===== src/rtl/fft_pkg.sv =====
// fft_pkg: shared FFT parameters, loader state encoding and bit-reversal helper
package fft_pkg;
    localparam int N_DEF   = 16;
    localparam int MSB_DEF = 16;

    typedef enum logic [1:0] {IDLE, FILL, LAUNCH, HOLD} loader_state_t;

    function automatic int unsigned bitrev(input int unsigned k, input int width);
        int unsigned r;
        r = 0;
        for (int i = 0; i < width; i++) r[i] = k[width-1-i];
        return r;
    endfunction
endpackage


===== src/rtl/fft_input_loader.sv =====
// fft_input_loader: serial-to-parallel bit-reversed frame loader for the FFT stage
module fft_input_loader
    import fft_pkg::*;
#(
    parameter int N   = N_DEF,
    parameter int MSB = MSB_DEF
) (
    input  logic                   clk,
    input  logic                   rst_n,
    input  logic                   sample_valid,
    input  logic [MSB-1:0]         sample_in,
    output logic                   sample_ready,
    input  logic                   frame_ack,
    output logic                   start,
    output logic [N-1:0][MSB-1:0]  data_out,
    output logic [$clog2(N)-1:0]   wr_addr
);
    localparam int AW = $clog2(N);

    loader_state_t state, state_nx;
    logic [AW-1:0] cnt;
    logic [AW-1:0] slot;
    logic          xfer;

    assign slot         = AW'(bitrev(32'(cnt), AW));
    assign sample_ready = state == FILL;
    assign start        = state == LAUNCH;
    assign wr_addr      = slot;
    assign xfer         = sample_valid && sample_ready;

    // next state: fill until the last slot is written, launch, then wait for the ack
    always_comb begin
        state_nx = state;
        case (state)
            IDLE:    state_nx = FILL;
            FILL:    state_nx = (xfer && cnt == AW'(N-1)) ? LAUNCH : FILL;
            LAUNCH:  state_nx = frame_ack ? FILL : HOLD;
            HOLD:    state_nx = frame_ack ? FILL : HOLD;
            default: state_nx = IDLE;
        endcase
    end

    // state register
    always_ff @(posedge clk or negedge rst_n) begin
        if (!rst_n) state <= IDLE;
        else        state <= state_nx;
    end

    // accepted samples land at the bit-reversed slot; count wraps at the frame end
    always_ff @(posedge clk or negedge rst_n) begin
        if (!rst_n) begin
            cnt      <= '0;
            data_out <= '0;
        end else if (xfer) begin
            data_out[slot] <= sample_in;
            cnt            <= cnt + AW'(1);
        end
    end
endmodule


===== config.mk =====
export PLATFORM = sky130hd
export DESIGN_NAME = fft_input_loader
export DESIGN_NICKNAME = d
export VERILOG_FILES = /design/src/rtl/fft_pkg.sv /design/src/rtl/fft_input_loader.sv
export SDC_FILE = /design/constraint.sdc
export NUM_CORES = 1
export LEC_CHECK = 0
export BUFFER_PORTS_ARGS = -buffer_cell sky130_fd_sc_hd__buf_4
export CORE_ASPECT_RATIO = 1.1
export CORE_MARGIN = 2
export CORE_UTILIZATION = 35
export CTS_CLUSTER_DIAMETER = 50
export DETAILED_ROUTE_END_ITERATION = 8
export GPL_TIMING_DRIVEN = 0
export PLACE_DENSITY = 0.63
export SYNTH_ARGS = -nofsm -noshare
export SYNTH_HDL_FRONTEND = slang
export SYNTH_SLANG_ARGS = --single-unit

===== constraint.sdc =====
create_clock -name clk -period 1.87 [get_ports clk]
set_clock_uncertainty 0.05 [all_clocks]
set_input_delay 0.0935 -clock clk [delete_from_list [all_inputs] [get_ports clk]]
set_output_delay 0.0935 -clock clk [all_outputs]
set_load 0.005 [all_outputs]

* Word level (Yosys, flattened, before mapping)
Cells that the tools add are included.
Cells by class: add/subtract/negate cells 1, multipliers 0, divide/modulo/power cells 0, order comparisons 2, equal/unequal tests 4, shift-type cells 0, multiplexer cells 6, bitwise gates (word level) 0, reductions and logical operators 5
Operators by type and width (count):
- 256-bit bitwise mux | 1
- 16-bit demux with 4-bit select | 1
- 16-bit 2-to-1 mux | 1
- 2-bit one-hot mux with 3 select lines | 1
- 4-bit by 5-bit < comparator with 1-bit output (second input constant) | 1
- 4-bit by 1-bit adder with 4-bit output (second input constant) | 1
- 2-bit == test (second input constant) | 2
- 4-bit == test (second input constant) | 1
- 4-bit by 1-bit >= comparator with 1-bit output (second input constant) | 1
- 2-bit 2-to-1 mux | 2
- 1-bit logical AND | 3
- 2-bit by 1-bit == test with 1-bit output (second input constant) | 1
- 2-bit logical NOT | 1
- 2-bit OR reduction | 1
Word-level totals: flip-flop bits (word level) 262, bits in latches 0, RAM bits 0, ROM bits 0, input port bits 20, word-level logic and storage cells 36, memories kept 0

* Depth between registers and ports, before layout
depth in word-level cells 5, mapped depth 7, depth with buffers taken out 5

* Worst setup path before layout
No wires, ideal clock.
path type register to register, start point register cnt[0], end point register data_out[0] (netlist bit), data arrival time 1789 ps, required time 1692 ps, slack -97 ps, cell stages (with the launch flop) 8, buffers on the path 2, path through dfrtp_1 inv_1 ha_1 nand4b_1 or3_1 clkbuf_1 buf_2 mux2_1
Between the ends: cells in the longest elaborated chain, start to end 5
Ends and longest elaborated chain:
- start, declared | RTL line fft_input_loader.sv:21 | logic [AW-1:0] cnt;
- start signal, assigned | RTL line fft_input_loader.sv:56 | cnt <= cnt + AW'(1);
- 4-bit by 5-bit < comparator with 1-bit output (implied by the code) or 4-bit by 1-bit >= comparator with 1-bit output (tied branches) | RTL line fft_input_loader.sv:55 | data_out[slot] <= sample_in;
- 1-bit logical AND (implied by the code) | RTL line fft_input_loader.sv:55
- 16-bit 2-to-1 mux (implied by the code) | RTL line fft_input_loader.sv:55
- 16-bit demux with 4-bit select (*) | RTL line fft_input_loader.sv:55
- 256-bit bitwise mux (*) | RTL line fft_input_loader.sv:55
- end signal, assigned by index | RTL line fft_input_loader.sv:55
- end, declared | RTL line fft_input_loader.sv:15 | output logic [N-1:0][MSB-1:0] data_out,
Mark *: on every way between the ends. The rest lies on a longest branch, timed or not. A chain may end at the register's enable or synchronous reset.

* Final worst setup path
start point register cnt[1], end point register data_out[200] (netlist bit)
The elaborated chain is that of the path after synthesis.

==> metrics.txt <==
static leakage 7.25 nW; PwrDens 1740 nW/um2; outcome complete, but fails checks; measured slew at the worst slew-check pin 0.738 ns; Max Root-Sink Buffers 3; Period minus WS final 1.98 ns; first-pass GRT wire length 40300 um; Worst Setup End Kind register; die width 164 um; register area share after synthesis 0.664; Die ar. 29600 um2; RSZ-0062 raised after global routing true; largest net degree at the start of global routing 111; final hold violations 0; Yosys top cell area share 0.664; yosys warns 0; most frequent cells after synthesis dfrtp_1, mux2_2, mux2_1; critical path startpoint cnt[1]; # DRC 0; violations in the final reports negative setup slack; number of nets in the layout 990; Post-Route Utilization 0.541; P&R area growth vs syn 52.2%; fraction of layout cells with a size suffix above 1 0.670; Port-buffer cells 281; worst setup path class reg2reg; R2R Setup Slk -0.11 ns; die height 180 um; # fillers 2309; Initial Util 0.355; setup violators final 135; setup_tns -5.55 ns; Clk Tree Root Cell clkbuf_16; cell taking the most area after synthesis dfrtp_1; Cell variety after synth 19; Slew headroom 0.508; top_reg_cell synth dfrtp_1; GR Util All Layers 0.175; top cells by area, synth dfrtp_1, mux2_2, mux2_1, buf_2, clkbuf_1; Ant. Diodes 0; peak supply drop 0.000906 V; Pre-antenna DRT Iters 4; initial DRC count 357; FF+latch count, synth 262; hold slack 0.0238 ns; worst hold path class in2async; Crit Reg-Reg Endpoint data_out[200]; GP Congestion 0.741; synthesized area per cell 16.5 um2; Vias/cell 4.74; DR WL/cell 20.4 um; clock sink total 262; Worst Setup Start Kind register; Post-Syn Area 9870 um2; final count of pins violating max slew 0; Crit Path Max Fanout 8; Final WS setup -0.107 ns; H-tree Lvls 1; cells after synthesis 598; Async SR Flop Fraction 1.00; initial antenna violation count 0; num rows 64; Final Cycle Share 1.06; clk_lat worst skew 0.54 ns; gr ovfl total 0; cell with the most instances after synthesis dfrtp_1; via count 6405; crit path DAT 2.35 ns; Max Fclk 506 MHz; core area 27800 um2; CTS tree done; CP endpoint data_out[200]; number of max-cap violations 0; Critical Path RT 2.24 ns; dpl ws -0.708 ns; worst r2r src cnt[1]; R2R depth 7; final wirelength 27500 um; Antenna Violating Nets Remaining 0; DP HPWL 18100 um; Synth Net Count 622; EDFF count, synth 0; Ports 282; Clk pin slew, worst setup/hold paths 0.06 ns; cts bufs inserted 30; number of global-route vias before repair 6692
==> report_power, final <==
group / switching [mW] / internal (mW)
Clock: 2.31 / 3.68
Combinational: 3.51 / 6.80
Sequential: 1.53 / 8.36
Total: 7.35 / 18.8
==> repair_timing <==
item,CTS,global route
gates cloned,2,4
gates resized for setup,116,118
setup buffers,34,4
endpoints found under the setup margin,234,246
endpoints found under the hold margin,252,0
hold buffers,19,0
pin swaps,11,9
==> critical path, cell delays in order, from the launching register on <==
cell and delay [ns]:
dfrtp_1 0.42, buf_6 0.13, ha_4 0.11, nand4b_1 0.11, buf_6 0.16, or3_4 0.40
clkbuf_16 0.19, mux2_4 0.29
==> cells by family (layout without fill, tap and decap cells) <==
| family | Yosys count | count (layout) | share of synthesized area |
|---|---|---|---|
| DFF | 262 | 262 | 0.664 |
| muxes | 257 | 257 | 0.293 |
| buffers and inverters | 43 | 433 | 0.0188 |
| and+or+nand+nor | 28 | 28 | 0.0152 |
| adders and majority gates | 4 | 4 | 0.00507 |
| xor gates and xnor gates | 3 | 3 | 0.00266 |
| AOI/OAI and AO/OA | 1 | 1 | 0.000507 |
==> worst min path at each step <==
stage	start	to	slack, ns	cells past startpoint
2_1_floorplan	rst_n	cnt[0]	-0.25	0
3_3_place_gp	frame_ack	state[1]	0.24	2
3_5_place_dp	rst_n	data_out[112]	0.02	1
4_1_cts	rst_n	data_out[112]	0.04	2
5_1_grt	rst_n	data_out[112]	0.07	2
6_report	rst_n	data_out[112]	0.02	2
==> through the flow <==
| stage | total power, mW | instance area, um2 | std cells |
|---|---|---|---|
| after floorplan | 13.1 | 9920 | 598 |
| after global placement | 18.3 | 12500 | 1242 |
| after detailed placement | 18.6 | 12500 | 1244 |
| after CTS | 25.6 | 14500 | 1350 |
| after global routing | 27.7 | 15000 | 1351 |
| final | 26.2 | 15000 | 1351 |
==> sequential cells by signal (all words and copies together) (netlist names) <==
name,cells
cnt,4
data_out,256
state,2
==> per-layer routing <==
| metal | share of wire | GRT usage |
|---|---|---|
| met3 | 0.069 | 0.0493 |
| met2 | 0.49 | 0.299 |
| met1 | 0.42 | 0.218 |
| met5 | 0 | 0 |
| met4 | 0.023 | 0.0463 |
==> cell type report <==
type / instances / area (um2) / area share
Buffer: 33 / 345 / 0.0230
Clock buffer: 41 / 873 / 0.0581
Clock inverter: 13 / 161 / 0.0107
Inverter: 3 / 11.3 / 0.000750
Multi-Input combinational cell: 293 / 3680 / 0.245
Sequential cell: 262 / 6560 / 0.437
Tap cell: 363 / 454 / 0.0302
Timing Repair Buffer: 343 / 2940 / 0.195
==> layout by cell type (no fill, tap or decap), types with 4 or more instances in the layout <==
| cell type | instances |
|---|---|
| clkbuf_1 | 20 |
| mux2_1 | 11 |
| mux2_2 | 138 |
| clkinvlp_4 | 4 |
| clkbuf_8 | 6 |
| buf_6 | 20 |
| or3_4 | 4 |
| mux2_4 | 108 |
| nand4b_1 | 4 |
| buf_12 | 12 |
| buf_4 | 287 |
| buf_8 | 13 |
| clkbuf_16 | 35 |
| dlygate4sd3_1 | 19 |
| nor2_4 | 11 |
| dfrtp_1 | 261 |
| buf_16 | 4 |
Note: power is estimated with default switching activity, not from simulation.
